==> config.mk <==
export PLATFORM = sky130hd
export DESIGN_NAME = add_one_arbiter
export DESIGN_NICKNAME = d
export VERILOG_FILES = /design/src/rtl/add_one_arbiter.sv
export SDC_FILE = /design/constraint.sdc
export NUM_CORES = 1
export LEC_CHECK = 0
export BUFFER_PORTS_ARGS = -buffer_cell sky130_fd_sc_hd__buf_2
export CORE_AREA = 2 2 95 97
export DETAILED_ROUTE_END_ITERATION = 7
export DIE_AREA = 0 0 97 99
export GPL_TIMING_DRIVEN = 0
export PLACE_DENSITY = 0.66
export SLEW_MARGIN = 20
export SYNTH_ARGS = -nofsm -noshare
export SYNTH_HDL_FRONTEND = slang
export SYNTH_SLANG_ARGS = --single-unit
==> constraint.sdc <==
create_clock -name clk -period 4 [get_ports clk]
set_input_delay 0.6 -clock clk [delete_from_list [all_inputs] [get_ports clk]]
set_output_delay 0.6 -clock clk [all_outputs]
set_load 0.02 [all_outputs]
==> src/rtl/add_one_arbiter.sv <==
// add_one_arbiter: shares one add_one datapath among N_REQ requesters.
// Operands are granted round-robin; the requester index of every issued
// operation is queued in an in-order tag FIFO so that each result (which
// add_one returns strictly in issue order) is steered back to its owner.

// Per-lane return steering: lane IDX sees the result only when it owns the
// FIFO head tag.
module add_one_arbiter_lane #(
  parameter int IDX = 0,
  parameter int TW  = 2
) (
  input  logic [TW-1:0] i_head,
  input  logic          i_empty,
  input  logic          i_ret_vld,
  output logic          o_ret_vld
);
  assign o_ret_vld = i_ret_vld & ~i_empty & (i_head == TW'(IDX));
endmodule

module add_one_arbiter #(
  parameter int N_REQ     = 4,
  parameter int DW        = 32,
  parameter int TAG_DEPTH = 4
) (
  input  logic                           clk,
  input  logic                           rst,
  input  logic [N_REQ-1:0]               req_x_vld,
  input  logic [N_REQ*DW-1:0]            req_x_data,
  output logic [N_REQ-1:0]               req_x_busy,
  output logic [N_REQ-1:0]               req_return_vld,
  output logic [DW-1:0]                  req_return_data,
  input  logic [N_REQ-1:0]               req_return_busy,
  output logic                           add_one_x_vld,
  output logic [DW-1:0]                  add_one_x_data,
  input  logic                           add_one_x_busy,
  input  logic                           add_one_return_vld,
  input  logic [DW-1:0]                  add_one_return_data,
  output logic                           add_one_return_busy,
  output logic [$clog2(TAG_DEPTH+1)-1:0] outstanding
);
  localparam int TW = (N_REQ > 1) ? $clog2(N_REQ) : 1;
  localparam int CW = $clog2(TAG_DEPTH + 1);
  localparam int PW = $clog2(TAG_DEPTH);

  typedef enum logic {IDLE = 1'b0, ISSUE = 1'b1} state_t;

  state_t        r_state, w_state_nxt;
  logic [TW-1:0] r_grant, w_grant_nxt;
  logic [TW-1:0] r_rr_ptr, w_rr_nxt;
  logic [TW-1:0] w_pick, w_idx;
  logic          w_any;

  logic [TW-1:0] r_tag [TAG_DEPTH];
  logic [PW-1:0] r_wptr, r_rptr;
  logic [CW-1:0] r_count;
  logic          w_push, w_pop, w_empty, w_full;
  logic [TW-1:0] w_head;

  // Round-robin pick: first valid requester at or after rr_ptr, wrapping.
  // Walking downward lets the smallest offset win.
  always_comb begin
    w_any  = 1'b0;
    w_pick = r_rr_ptr;
    w_idx  = r_rr_ptr;
    for (int k = N_REQ - 1; k >= 0; k--) begin
      w_idx = TW'((int'(r_rr_ptr) + k) % N_REQ);
      if (req_x_vld[w_idx]) begin
        w_any  = 1'b1;
        w_pick = w_idx;
      end
    end
  end

  // Issue FSM next state and operand-side outputs.
  always_comb begin
    w_state_nxt   = r_state;
    w_grant_nxt   = r_grant;
    w_rr_nxt      = r_rr_ptr;
    w_push        = 1'b0;
    add_one_x_vld = 1'b0;
    req_x_busy    = '1;
    case (r_state)
      IDLE: begin
        // full check uses the registered count: a same-cycle pop does not help
        if (w_any && !w_full) begin
          w_grant_nxt = w_pick;
          w_state_nxt = ISSUE;
        end
      end
      ISSUE: begin
        add_one_x_vld       = 1'b1;
        req_x_busy[r_grant] = add_one_x_busy;
        if (!add_one_x_busy) begin
          w_push      = 1'b1;
          w_rr_nxt    = (r_grant == TW'(N_REQ - 1)) ? '0 : r_grant + 1'b1;
          w_state_nxt = IDLE;
        end
      end
      default: w_state_nxt = IDLE;
    endcase
  end

  assign add_one_x_data = req_x_data[int'(r_grant)*DW +: DW];

  // FSM state, grant and round-robin pointer registers.
  always_ff @(posedge clk) begin
    if (rst) begin
      r_state  <= IDLE;
      r_grant  <= '0;
      r_rr_ptr <= '0;
    end else begin
      r_state  <= w_state_nxt;
      r_grant  <= w_grant_nxt;
      r_rr_ptr <= w_rr_nxt;
    end
  end

  // Tag storage; contents are only meaningful while the count says so.
  always_ff @(posedge clk) begin
    if (w_push) r_tag[r_wptr] <= r_grant;
  end

  // Tag FIFO pointers and occupancy; push+pop together keeps the count.
  always_ff @(posedge clk) begin
    if (rst) begin
      r_wptr  <= '0;
      r_rptr  <= '0;
      r_count <= '0;
    end else begin
      if (w_push) r_wptr <= r_wptr + 1'b1;
      if (w_pop)  r_rptr <= r_rptr + 1'b1;
      case ({w_push, w_pop})
        2'b10:   r_count <= r_count + 1'b1;
        2'b01:   r_count <= r_count - 1'b1;
        default: r_count <= r_count;
      endcase
    end
  end

  assign w_empty = (r_count == '0);
  assign w_full  = (r_count == CW'(TAG_DEPTH));
  assign w_head  = r_tag[r_rptr];

  // An orphan result (FIFO empty) is held off rather than dropped.
  assign add_one_return_busy = w_empty | req_return_busy[w_head];
  assign w_pop               = add_one_return_vld & ~add_one_return_busy;
  assign req_return_data     = add_one_return_data;
  assign outstanding         = r_count;

  for (genvar i = 0; i < N_REQ; i++) begin : g_lane
    add_one_arbiter_lane #(.IDX(i), .TW(TW)) u_lane (
      .i_head    (w_head),
      .i_empty   (w_empty),
      .i_ret_vld (add_one_return_vld),
      .o_ret_vld (req_return_vld[i])
    );
  end
endmodule

==> results of run 1 <==
-- logic make-up (layout without fill, tap and decap cells) --
group | count (synthesis) | after routing | share of synthesized area
flip-flops | 22 | 22 | 0.239
adder cells (fa/ha/maj) | 10 | 10 | 0.0608
multiplexers | 37 | 37 | 0.370
AND/OR/NAND/NOR | 41 | 41 | 0.0872
XOR/XNOR | 4 | 4 | 0.0161
buffers and inverters | 55 | 275 | 0.158
AO/OA/AOI/OAI | 21 | 21 | 0.0689
-- cells in the final DEF (no fill, tap or decap), types with 3 or more instances in the layout --
cell / n
ha_1: 9
a21oi_1: 8
nor3_1: 3
edfxtp_1: 8
inv_1: 9
nand2_1: 9
and2_1: 4
mux4_2: 33
dfxtp_1: 14
clkbuf_8: 3
nor2b_1: 5
buf_2: 219
o21ai_0: 4
nor2_1: 16
buf_4: 36
clkbuf_1: 8
-- final timing paths --
path | depth (start not counted) | from | slack, ns | end
min reg2reg | 2 | r_wptr[1]$_SDFFE_PP0P_ | 0.50 | r_wptr[1]$_SDFFE_PP0P_
max reg2reg | 9 | register | 1.14 | outstanding[2]$_SDFFE_PP0P_
min | 2 | r_wptr[1]$_SDFFE_PP0P_ | 0.50 | r_wptr[1]$_SDFFE_PP0P_
max | 4 | r_grant[0]$_SDFFE_PP0P_ | 1.10 | add_one_x_data[10]
-- routing by layer --
metal  wire, um  up-vias  track usage
met5          0        -            0
met3        912        0       0.0574
met4          0        0      0.00433
li1           -     1113            -
met2       4030      132        0.262
met1       3480     1092        0.227
-- state kept, by name, indices dropped and copies added (netlist names), named ones only --
| name | flops |
|---|---|
| r_wptr | 2 |
| r_tag | 8 |
| r_grant | 2 |
| outstanding | 3 |
| r_rptr | 2 |
| r_state | 1 |
| r_rr_ptr | 2 |
-- per-stage QoR --
step                setup WS, ns  instance area, um^2  utilization  cells  hold WS [ns]
floorplan                   1.31                 2180            -    190         0.469
global placement            1.20                 3400        0.397    514         0.485
detailed placement          1.14                 3400        0.397    514         0.493
CTS                         1.04                 3440        0.403    518         0.503
global route               0.889                 3440        0.403    518         0.555
finish                      1.10                 3440        0.403    518         0.500
-- area by class of cell --
| class | count | area, um^2 |
|---|---|---|
| multi-input combinational | 113 | 1320 |
| timing repair buffer | 216 | 1080 |
| tap | 108 | 135 |
| inverter | 9 | 33.8 |
| clock buffer | 4 | 45.0 |
| sequential | 22 | 520 |
| fill | 855 | 5110 |
| buffer | 46 | 312 |
-- worst max-delay path, delay by kind of cell (launching register included) --
family,cells,cell delay (ns)
flip-flops,1,0.47
buffers and inverters,3,1.01
multiplexers,1,0.56
-- power groups by stage --
stage / clock (mW) / sequential [mW] / combinational (mW)
2_1_floorplan: 0 / 0.266 / 0.291
3_3_place_gp: 0 / 0.265 / 0.456
3_5_place_dp: 0 / 0.266 / 0.460
4_1_cts: 0.142 / 0.261 / 0.463
5_1_grt: 0.150 / 0.263 / 0.497
6_report: 0.138 / 0.260 / 0.457
==> results.txt, run 1 <==
The run finished with clean final reports. The post-synthesis cell area is 2180 um^2. The routability congestion estimate came out at 0.781. Among all flip-flop cells after synthesis, the most frequent one is dfxtp_1. The critical path data required time came out at 3.40 ns. Clock tree synthesis selected as its root buffer the cell clkbuf_8.

The total power is 0.856 mW. The number of gates resized after CTS is 0. The fraction of the cycle the final worst path needs is 0.724. The setup clock skew after layout came out at 0.00446 ns. The register area share after synthesis came out at 0.239. The most common cell type on the critical path is buf_2.

The fmax came out at 0.345 GHz. The number of rows created at floorplan is 34. Among all cell types in the netlist, the one instantiated most often is buf_4. The total DRC errors in the routed layout is 0.

For this design the top-level I/O count stands at 249. Detailed routing inserted a total of 2337 vias. The data arrival time at the worst-slack endpoint is 2.30 ns.

Counting distinct cell types in the post-synthesis netlist gives 32. The tightest min-delay check is of the reg -> reg type. For the finished layout, the period the worst path requires is 2.90 ns. The maximum root-to-sink buffer count came out at 2. The share of post-route cells with drive strength above 1 came out at 0.720. The number of antenna repair diodes came out at 0. The detailed-routing iteration count for the pre-antenna-repair pass came out at 4. The maximum fanout count along the critical path is 10.

The slowest stage of the critical path belongs to the cell mux4_2. mux4_2 takes more of the synthesized area than any other cell. Measured along the x axis, the die boundary spans 97 um. The fraction of synthesized cell area taken by the top area cell type is 0.341. The critical path launch point type is a register.

The vias per cell came out at 4.51. The layout overhead on the synthesized area is 57.8%. The count of warnings emitted by yosys is 0. The estimated wirelength of the detail-placed design came out at 7530 um. The total area inside the core boundary comes to 8550 um^2. Of the total power, the share spent switching nets is 0.369. The max capacitance violation total is 0.

For this design, the CTS-stage hold fixing added 0 buffers. The clock-pin slew on the worst setup and hold paths is 0.07 ns. After routing, the total negative slack on setup checks comes to 0 ns. The floorplan step defined a die boundary enclosing 9600 um^2.

STA classifies the critical path endpoint as a primary output. The number of synthesized flops with an enable pin is 8. The share of total power dissipated in sequential elements is 0.304.

The critical path class is reg -> out. The overall die height came out at 99 um. Setup repair after global routing left no endpoint under its margin. The net switching power came out at 0.316 mW. The initial standard-cell utilization of the core is 0.255. In the synthesized netlist, the number of instances is 190. The final-report max-slew violation count is 0.

The number of hold violations in the final report came to 0. For the pin with the worst max-slew slack, the measured transition is 0.596 ns. Of the total power, the clock network draws 0.161.

At the later pin of the worst-skew pair, clock insertion delay measures 0.26 ns. The initial detailed-routing violation count came out at 88. The initial antenna violation count is 0.

By count the netlist is led by buf_4 (36), mux4_2 (33), nor2_1 (16), dfxtp_1 (14). The final routed wirelength across all metal layers came out at 8430 um. The share of flip-flops with an asynchronous set or reset is 0.

The internal power consumption came out at 0.540 mW. The number of buffers created by CTS is 3. The power density over cell area came out at 249 nW/um^2.

The maximum level of the CTS H-tree is 1. TritonCTS built the clock tree. By area the synthesized netlist is led by mux4_2 (34%), dfxtp_1 (13%), buf_4 (12%), edfxtp_1 (11%), ha_1 (5.2%). The maximum number of pins on one net before global-route repair came out at 13. The number of nets produced by synthesis came out at 372. Port buffering added 216 buffers.

After synthesis, the mean cell area works out to 11.5 um^2. The net total in the final layout is 593. The highest cell delay on the worst timing path came out at 0.56 ns.

Traced cell by cell, the critical path runs through clkbuf_1, buf_2, mux4_2, buf_2. The via count of the first global-routing pass is 2395. The leftover overflow at the end of global routing is 0.

The all-layer global routing usage came out at 0.163. The wire length of the first global-routing pass came out at 12400 um. The total number of clock tree sinks is 22.

The final setup violation count is 0. Once detail routing completed, the nets flagged for antenna violations numbered 0. After detailed routing, the average wire length per cell comes to 16.3 um. The post-CTS repair timing setup buffer count came out at 0. The number of synthesized register bits came out at 22. The worst supply voltage drop on vdd came out at 0.118 mV.

The share of power burned in combinational logic is 0.534. The leakage power summed over all cells is 1.66 nW. The worst slew margin relative to its limit is 0.602.
(Power assumes the default switching activity.)
==> inputs of run 2 (changes only) <==
- ABC_AREA: not set -> 1
- CORE_AREA: 2 2 95 97 -> 2 2 97 99
- DIE_AREA: 0 0 97 99 -> 0 0 99 101
- PLACE_DENSITY: 0.66 -> 0.68
- clock period: 4 -> 2.7 ns (I/O delays scaled with it)
==> results.txt, run 2 <==
The maximum fanout count along the critical path is 10 (unchanged). The internal power consumption is 1.05 mW (+94%). The aggregate negative setup slack came out at 0 ns (unchanged).

The run finished with clean final reports. The number of filler cells placed in the layout is 973 (+14%). The critical path launch point type is a register. The fmax came out at 0.403 GHz. The vias per cell came to 4.85 (+7.5%). The most used flip-flop cell after synthesis is dfxtp_1. The count of cell types in the netlist is 30 (-6.3%). The capture instance of the worst register-to-register path is outstanding[2]$_SDFFE_PP0P_. The min-delay analysis places its worst path in the category in -> reg.

The maximum number of pins on one net before global-route repair is 14 (+1). The post-CTS repair timing setup buffer count came out at 0 (unchanged). The leakage power summed over all cells came out at 2.01 nW (+21%). The worst hold path begins at rst. The net switching power is 1.05 mW (+230%). In the layout the commonest cells are buf_2 (222), nor2_1 (75), o21ai_0 (72), nand2_1 (50), buf_4 (36).

The routability congestion estimate came out at 0.882 (+13%). The data arrival time at the worst-slack endpoint is 2.07 ns (-0.23 ns). The chip width came out at 99 um (+2.1%). The initial detailed-routing violation count is 242 (+180%).

The origin of the worst setup path is r_grant[0]$_SDFFE_PP0P_. The overall die height came to 101 um (+2.0%). The instance area after placement is 3750 um^2 (+10%). The I/O pin count is 249 (unchanged). The leftover overflow at the end of global routing is 0 (unchanged).

The final setup violation count is 0 (unchanged). The maximum level of the CTS H-tree is 1 (unchanged). The post-synthesis cell area came out at 2530 um^2 (+16%). The measured slew at the worst slew-check pin is 0.480 ns (-0.116 ns).

The estimated wirelength of the detail-placed design came out at 8600 um (+14%). Setup repair after global routing left no endpoint under its margin. The clock-pin slew on the worst setup and hold paths was 0.08 ns (about the same). nor2_1 is the most common cell in the netlist. The flip-flop count of the largest register, all copies and words added is 8 (unchanged). The critical path data required time came to 2.30 ns (-1.10 ns).

The number of nets produced by synthesis came out at 590 (+59%). The total power came out at 2.10 mW (+150%). The power density over cell area is 549 nW/um^2 (+120%). The count of warnings emitted by yosys was 0 (unchanged).

The number of synthesized register bits is 22 (unchanged). The final routed wirelength across all metal layers came out at 10200 um (+21%). The tree is rooted in a clkbuf_8. The fraction of the cycle the final worst path needs is 0.918. The full die area came to 10000 um^2 (+4.1%).

The final-report max-slew violation count is 0 (unchanged). The average wire per cell in the routed design came out at 13.8 um (-15%). The number of gates resized after CTS is 0 (unchanged).

The number of hold violations in the final report is 0 (unchanged). The initial standard-cell utilization of the core came out at 0.282 (+0.0269). The count of nets left with antenna violations after detail routing was 0 (unchanged).

The share of post-route cells with drive strength above 1 came out at 0.455 (-0.264). The overall via count from detail_route is 3588 (+54%). The total number of clock tree sinks is 22 (unchanged).

The synthesized design spends more area on one cell type than any other, namely o21ai_0. The all-layer global routing usage is 0.192 (+0.0283). The initial antenna violation count is 2 (+2). The sequential group share of total power is 0.204 (-0.100). Counting flops per register, the top entry is r_tag. The worst slew margin relative to its limit came out at 0.679 (+0.0768). The design area is 3820 um^2 (+11%). The net total in the final layout is 811 (+37%).

The register area share after synthesis is 0.206 (-0.0330). The share of power burned in combinational logic came out at 0.666 (+0.132). By startpoint and endpoint, the worst setup path is classified as reg -> out. The worst reg2reg path depth is 18 (+9). The clock tree from TritonCTS is built. The core region area was 8980 um^2 (+5.0%). The detailed-routing iteration count for the pre-antenna-repair pass was 6 (+2). The max capacitance violation total is 0 (unchanged). The worst setup path is captured at a primary output. The total DRC errors in the routed layout came out at 0 (unchanged). The layout overhead on the synthesized area came out at 50.9%.

The clock latency on the worst-skew pair is 0.27 ns (about the same). The switching power share of the total is 0.500 (+0.130). The number of rows created at floorplan is 35 (+2.9%). The worst supply voltage drop on vdd came out at 0.215 mV (+83%). The minimum clock period came out at 2.48 ns. Sorting the synthesized cells by area gives the leading types as o21ai_0 (14%), nor2_1 (11%), dfxtp_1 (11%), buf_4 (11%), edfxtp_1 (9.5%). The average footprint of a synthesized cell is 6.20 um^2 (-46%). The via count of the first global-routing pass was 3404 (+42%). The gate count after technology mapping is 408 (+110%). The setup clock skew after layout came out at 0.00713 ns (+0.00267 ns). The hold-critical path depth is 2 (unchanged). The number of hold-repair buffers added at the cts stage came out at 0 (unchanged). The count of input and output buffers is 216 (unchanged). The fraction of synthesized cell area taken by the top area cell type came to 0.142 (-0.198). The most common library cell in the layout ignoring fill and taps is buf_2. Ranked by instance count, the synthesized netlist is headed by nor2_1 (75), o21ai_0 (72), nand2_1 (50), buf_4 (36), o22ai_1 (32). The wire length of the first global-routing pass is 15700 um (+27%). The internal reg-to-reg setup slack is 0.43 ns (-0.71 ns).

The number of buffers created by CTS came out at 3 (unchanged). The share of flip-flops with an asynchronous set or reset is 0 (unchanged). The maximum root-to-sink buffer count is 2 (unchanged). The portion of total power attributed to the clock network is 0.130 (-0.031).

The number of synthesized flops with an enable pin came out at 8 (unchanged).
[run 2: layout make-up]
class | count | area [um^2] | area share
buffer | 59 | 379 | 0.0992
inverter | 31 | 124 | 0.0324
timing repair buffer | 216 | 1080 | 0.283
clock buffer | 4 | 66.3 | 0.0174
sequential | 22 | 520 | 0.136
tap | 111 | 139 | 0.0364
multi-input combinational | 296 | 1510 | 0.395
antenna | 1 | 2.50 | 0.000655
[run 2: through the flow]
| stage | hold WS, ns | util | instances | setup WS [ns] |
|---|---|---|---|---|
| floorplan | 0.461 | - | 408 | 0.612 |
| global placement | 0.458 | 0.418 | 735 | 0.404 |
| detailed placement | 0.464 | 0.418 | 735 | 0.355 |
| CTS | 0.370 | 0.425 | 739 | 0.231 |
| global route | 0.376 | 0.426 | 740 | 0.0883 |
| finish | 0.370 | 0.426 | 740 | 0.221 |
[run 2: power groups by stage]
| stage | Combinational, mW | Clock (mW) | Sequential [mW] |
|---|---|---|---|
| finish | 1.40 | 0.272 | 0.428 |
| global route | 1.54 | 0.288 | 0.436 |
| CTS | 1.40 | 0.274 | 0.429 |
| detailed placement | 1.39 | 0 | 0.437 |
| global placement | 1.38 | 0 | 0.435 |
| floorplan | 0.920 | 0 | 0.436 |
[run 2: cells by family (layout without fill, tap and decap cells)]
kind of cell,count (synthesis),in the layout,share of synthesized area
compound gates,122,122,0.260
other cells,0,1,0
fa+ha+maj,10,10,0.0524
xor+xnor,2,2,0.00692
simple gates,162,162,0.277
flops,22,22,0.206
buf+inv,90,310,0.199
[run 2: worst max-delay path by stage]
stage,endpoint,slack [ns],cells after the start
6_report,add_one_x_data[9],0.22,5
5_1_grt,add_one_x_data[9],0.09,5
3_5_place_dp,outstanding[2]$_SDFFE_PP0P_,0.35,11
3_3_place_gp,outstanding[2]$_SDFFE_PP0P_,0.40,11
4_1_cts,add_one_x_data[9],0.23,5
2_1_floorplan,outstanding[2]$_SDFFE_PP0P_,0.61,18
[run 2: worst max-delay path: stages, from the launching register on]
cell	delay, ns
dfxtp_1	0.52
buf_2	0.29
buf_1	0.40
nor2_1	0.10
o22ai_1	0.26
buf_2	0.23
[run 2: routing by layer]
layer,vias up,routed length (um),global-route usage
met5,-,13,0
met4,2,207,0.0506
met3,28,874,0.0374
met2,193,4970,0.345
met1,1593,4120,0.233
li1,1772,-,-
